$ cat config.mk
export PLATFORM = sky130hd
export DESIGN_NAME = dcache_responder
export DESIGN_NICKNAME = d
export VERILOG_FILES = /design/src/rtl/dcache_responder.sv
export SDC_FILE = /design/constraint.sdc
export NUM_CORES = 1
export LEC_CHECK = 0
export CORE_MARGIN = 3
export CORE_UTILIZATION = 45
export CTS_CLUSTER_SIZE = 30
export DETAILED_ROUTE_END_ITERATION = 10
export HOLD_SLACK_MARGIN = 0.1
export PLACE_DENSITY = 0.67
export SYNTH_ARGS = -nofsm -noshare
export SYNTH_HDL_FRONTEND = slang
export SYNTH_SLANG_ARGS = --single-unit
export TNS_END_PERCENT = 50
$ cat constraint.sdc
create_clock -name clk -period 5.35 [get_ports clk]
set_input_delay 0.8025 -clock clk [delete_from_list [all_inputs] [get_ports clk]]
set_output_delay 0.8025 -clock clk [all_outputs]
set_load 0.05 [all_outputs]
$ cat src/rtl/dcache_responder.sv
// Direct-mapped, write-through, no-write-allocate data cache for the MEM stage.
// Loads that miss and all stores go to backing memory over a req/ack handshake.
module dcache_responder #(
  parameter int INDEX_BITS = 4
) (
  input  logic        clk,
  input  logic        rst,
  input  logic [31:0] Address,
  input  logic [31:0] WriteData,
  input  logic        MemRead,
  input  logic        MemWrite,
  output logic [31:0] ReadData,
  output logic        MemStall,
  output logic        mem_req,
  output logic        mem_we,
  output logic [31:0] mem_addr,
  output logic [31:0] mem_wdata,
  input  logic        mem_ack,
  input  logic [31:0] mem_rdata,
  output logic [31:0] hit_count,
  output logic [31:0] miss_count,
  output logic [1:0]  state_dbg
);

  localparam int LINES = 1 << INDEX_BITS;
  localparam int TAG_W = 32 - INDEX_BITS;

  // Handshake: mem_req rises with mem_we/mem_addr/mem_wdata and holds them
  // unchanged until a cycle where mem_ack=1 is sampled; that edge drops mem_req.
  // mem_ack while mem_req=0 has no effect.
  typedef enum logic [1:0] {
    IDLE    = 2'd0,
    RD_MISS = 2'd1,
    WR_THRU = 2'd2,
    DONE    = 2'd3
  } state_t;

  state_t                  state;
  logic [LINES-1:0]        valid;
  logic [TAG_W-1:0]        tags [LINES];
  logic [31:0]             lines [LINES];
  logic [31:0]             fill_buf;
  logic                    done_load;

  logic [INDEX_BITS-1:0]   idx;
  logic [TAG_W-1:0]        tag;
  logic                    hit;

  assign idx       = Address[INDEX_BITS-1:0];
  assign tag       = Address[31:INDEX_BITS];
  assign hit       = valid[idx] && (tags[idx] == tag);
  assign state_dbg = state;

  // Stall and load data are combinational so a hit costs no extra cycle.
  always_comb begin
    MemStall = 1'b0;
    ReadData = 32'd0;
    if (!rst) begin
      case (state)
        IDLE: begin
          if (MemWrite) begin
            MemStall = 1'b1;
          end else if (MemRead) begin
            if (hit) ReadData = lines[idx];
            else     MemStall = 1'b1;
          end
        end
        RD_MISS, WR_THRU: MemStall = 1'b1;
        DONE: begin
          if (done_load) ReadData = fill_buf;
        end
        default: MemStall = 1'b0;
      endcase
    end
  end

  always_ff @(posedge clk) begin
    if (rst) begin
      state      <= IDLE;
      valid      <= '0;
      mem_req    <= 1'b0;
      mem_we     <= 1'b0;
      mem_addr   <= 32'd0;
      mem_wdata  <= 32'd0;
      hit_count  <= 32'd0;
      miss_count <= 32'd0;
      fill_buf   <= 32'd0;
      done_load  <= 1'b0;
    end else begin
      case (state)
        IDLE: begin
          if (MemWrite) begin
            mem_req   <= 1'b1;
            mem_we    <= 1'b1;
            mem_addr  <= Address;
            mem_wdata <= WriteData;
            state     <= WR_THRU;
          end else if (MemRead) begin
            if (hit) begin
              if (hit_count != 32'hFFFF_FFFF) hit_count <= hit_count + 32'd1;
            end else begin
              if (miss_count != 32'hFFFF_FFFF) miss_count <= miss_count + 32'd1;
              mem_req  <= 1'b1;
              mem_we   <= 1'b0;
              mem_addr <= Address;
              state    <= RD_MISS;
            end
          end
        end
        RD_MISS: begin
          if (mem_ack) begin
            mem_req    <= 1'b0;
            valid[idx] <= 1'b1;
            fill_buf   <= mem_rdata;
            done_load  <= 1'b1;
            state      <= DONE;
          end
        end
        WR_THRU: begin
          if (mem_ack) begin
            mem_req   <= 1'b0;
            done_load <= 1'b0;
            state     <= DONE;
          end
        end
        DONE: state <= IDLE;
        default: state <= IDLE;
      endcase
    end
  end

  // Line storage carries no reset; the valid bits gate every use of it.
  always_ff @(posedge clk) begin
    if (!rst && mem_ack) begin
      if (state == RD_MISS) begin
        lines[idx] <= mem_rdata;
        tags[idx]  <= tag;
      end else if (state == WR_THRU && hit) begin
        lines[idx] <= WriteData;
      end
    end
  end

endmodule

==> metrics.txt <==
register bit total from synthesis 1141; Sink Count 1141; setup ws final 0.182 ns; status completed; total CTS buffers 113; hold endpoint mem_wdata[14]$_SDFFE_PP0P_; max cap viols 0; crit-path max FO 35; GRT Overall Usage 21.9%; Mapped Cells 2651; Fmax 0.194 GHz; worst-margin pin slew 1.01 ns; Post-DRT Antenna Nets 0; final wirelength 118 mm; drt initial violations 2619; FFs w/ async S/R, synth 0%; Fill cells 7582; Mean Syn Cell Area 17.3 um^2; largest net degree at the start of global routing 112; layout cells sized above 1 24.2%; post-CTS setup buffers 0; Skew-Pair Late Insertion Delay 0.70 ns; WP data arrival 4.37 ns; DP HPWL 71.5 mm; most frequent cells in the layout edfxtp_1 (960), mux4_2 (251), clkdlybuf4s50_1 (227); CTS clk-pin slew, worst paths 0.06 ns; post-place setup slack 0.108 ns; Max rail drop VDD 0.288 mV; CTS tree yes; core box area 101000 um^2; Startpoint Class primary input; die height 325 um; Final Skew 0.0293 ns; unrepaired setup endpoints after global routing false; Final period util 96.6%; R2R Setup Slk 1.11 ns; Initial Utilization 45.7%; Placer Congestion 0.881; required time worst endpoint 4.55 ns; Finished Layout Cells 4493; min Tclk post-route 5.17 ns; hold path depth 2; DRC Markers 0; # placed instances 4278; Yosys cell types 69; vias in the first global route 26.6k; met3 wire length 9.47 mm; HP Class reg -> reg; root buf cell clkbuf_16; Die X 325 um; final hold viol count 0; num ports 266; NumNets Final 3144; Hold Crit Start mem_wdata[14]$_SDFFE_PP0P_; vias 26.1k; Pwr per Cell Area 370 nW/um^2; CP Class in -> out; Post-Syn Area 45900 um^2; Area growth, synth to finish 21.7%; met2 WL 58.3 mm; final setup fails 0; vias per cell 5.81; PortBufs 265; most common cell after layout, fill and taps aside edfxtp_1; Crit Reg-Reg Startpoint tags[3][12]$_DFFE_PP_; Ys Warns 0; DR top layer met4; DR WL/cell 26.2 um; crit end category primary output; Slew Viols, Final 0; cells on worst reg2reg path 15; area of the die 106000 um^2; final core occ 55.6%; initial antenna violation count 2; first-pass GRT wire length 174 mm; Seq/Total Area, Yosys 70.7%; Slew HR 32.7%; GRT overflow 0; CTS max path bufs 3; reg2reg end lines[10][4]$_DFFE_PP_; Fin Hold WS 0.457 ns; Post-synth EDFFs 960; Met1 Routed Length 46.1 mm; leak pwr 18.4 nW; H-tree depth 3; Synth Flop Type edfxtp_1; Cell Rows 116; syn_nets 2759; first-pass detailed-route iteration total 5; total power 20.7 mW
==> what timing repair did <==
| item | 4_1_cts | 5_1_grt |
|---|---|---|
| setup endpoints to repair | 0 | 32 |
| gates resized for setup | 0 | 3 |
| hold buffers | 0 | 0 |
==> cell families (layout without fill, tap and decap cells) <==
logic type	Yosys count	after routing	synth area share, %
simple gates	565	565	5.89
flops	1141	1141	70.7
buf+inv	198	681	2.03
compound gates	240	240	3.35
other cells	0	2	0
fa+ha+maj	7	7	0.191
mux	460	460	17.1
xor+xnor	40	40	0.763
==> registers in the layout (all words and copies together) (netlist names), 2 cells and up <==
register and cells:
tags 448, mem_wdata 32, state_dbg 2, mem_addr 32
hit_count 32, valid 16, lines 512, miss_count 32
fill_buf 32
==> metal layers <==
| layer | track usage, % | vias to the layer above |
|---|---|---|
| met2 | 36.5 | 1116 |
| met1 | 28.9 | 13500 |
| met3 | 4.47 | 205 |
| met4 | 7.34 | 0 |
| met5 | 0 | - |
| li1 | - | 11300 |
==> cells in the mapped netlist, drive strengths merged (40+ instances only) <==
cell / number / share of area (%)
a21oi: 88 / 0.96
a22oi: 55 / 0.90
buf: 72 / 1.0
clkbuf: 85 / 0.69
dfxtp: 181 / 7.9
edfxtp: 960 / 63
inv: 40 / 0.33
mux2: 76 / 1.9
mux2i: 132 / 2.9
mux4: 252 / 12
nand2: 172 / 1.4
nor2: 172 / 1.4
nor2b: 40 / 0.54
==> stage by stage <==
step,setup TNS (ns),area [um^2]
floorplan,-85.17,45900
global placement,0,51900
detailed placement,0,51900
CTS,0,55900
global route,0,55900
finish,0,55900
==> worst max-delay path by stage <==
| stage | slack [ns] | depth (start not counted) | from | endpoint |
|---|---|---|---|---|
| 2_1_floorplan | -0.20 | 13 | Address[1] | lines[0][0]$_DFFE_PP_ |
| 3_3_place_gp | 0.15 | 14 | Address[3] | ReadData[10] |
| 3_5_place_dp | 0.11 | 14 | Address[3] | ReadData[6] |
| 4_1_cts | 0.09 | 14 | Address[3] | ReadData[30] |
| 5_1_grt | 0.001 | 14 | Address[1] | ReadData[31] |
| 6_report | 0.18 | 15 | Address[3] | ReadData[31] |
==> power by group <==
group | switching (mW) | leakage, nW | total, mW | internal, mW
clock network | 3.41 | 1.97 | 8.46 | 5.05
registers | 0.102 | 10.1 | 9.91 | 9.81
logic | 1.47 | 6.30 | 2.28 | 0.811
total | 4.98 | 18.4 | 20.7 | 15.7
==> layout make-up <==
type	instances	area (um^2)	area share, %
sequential	1141	32500	58.1
clock buffer	138	3060	5.47
inverter	41	154	0.275
tap	1357	1700	3.04
timing repair buffer	427	4770	8.53
clock inverter	75	957	1.71
antenna	2	5.00	0.00896
multi-input combinational	1312	12800	22.9
==> critical path, cell delays in order <==
cell and delay (ns):
clkbuf_8 0.26, buf_12 0.24, nor2b_1 0.44, a22o_1 0.24, nor3_1 0.05, a311oi_1 0.38, buf_4 0.18, a31o_2 0.18
nand4_1 0.09, or4_4 0.52, nor2_4 0.12, buf_12 0.25, a22oi_1 0.12, nor2_1 0.23, buf_12 0.18
Power figures use the tool's default switching activity.
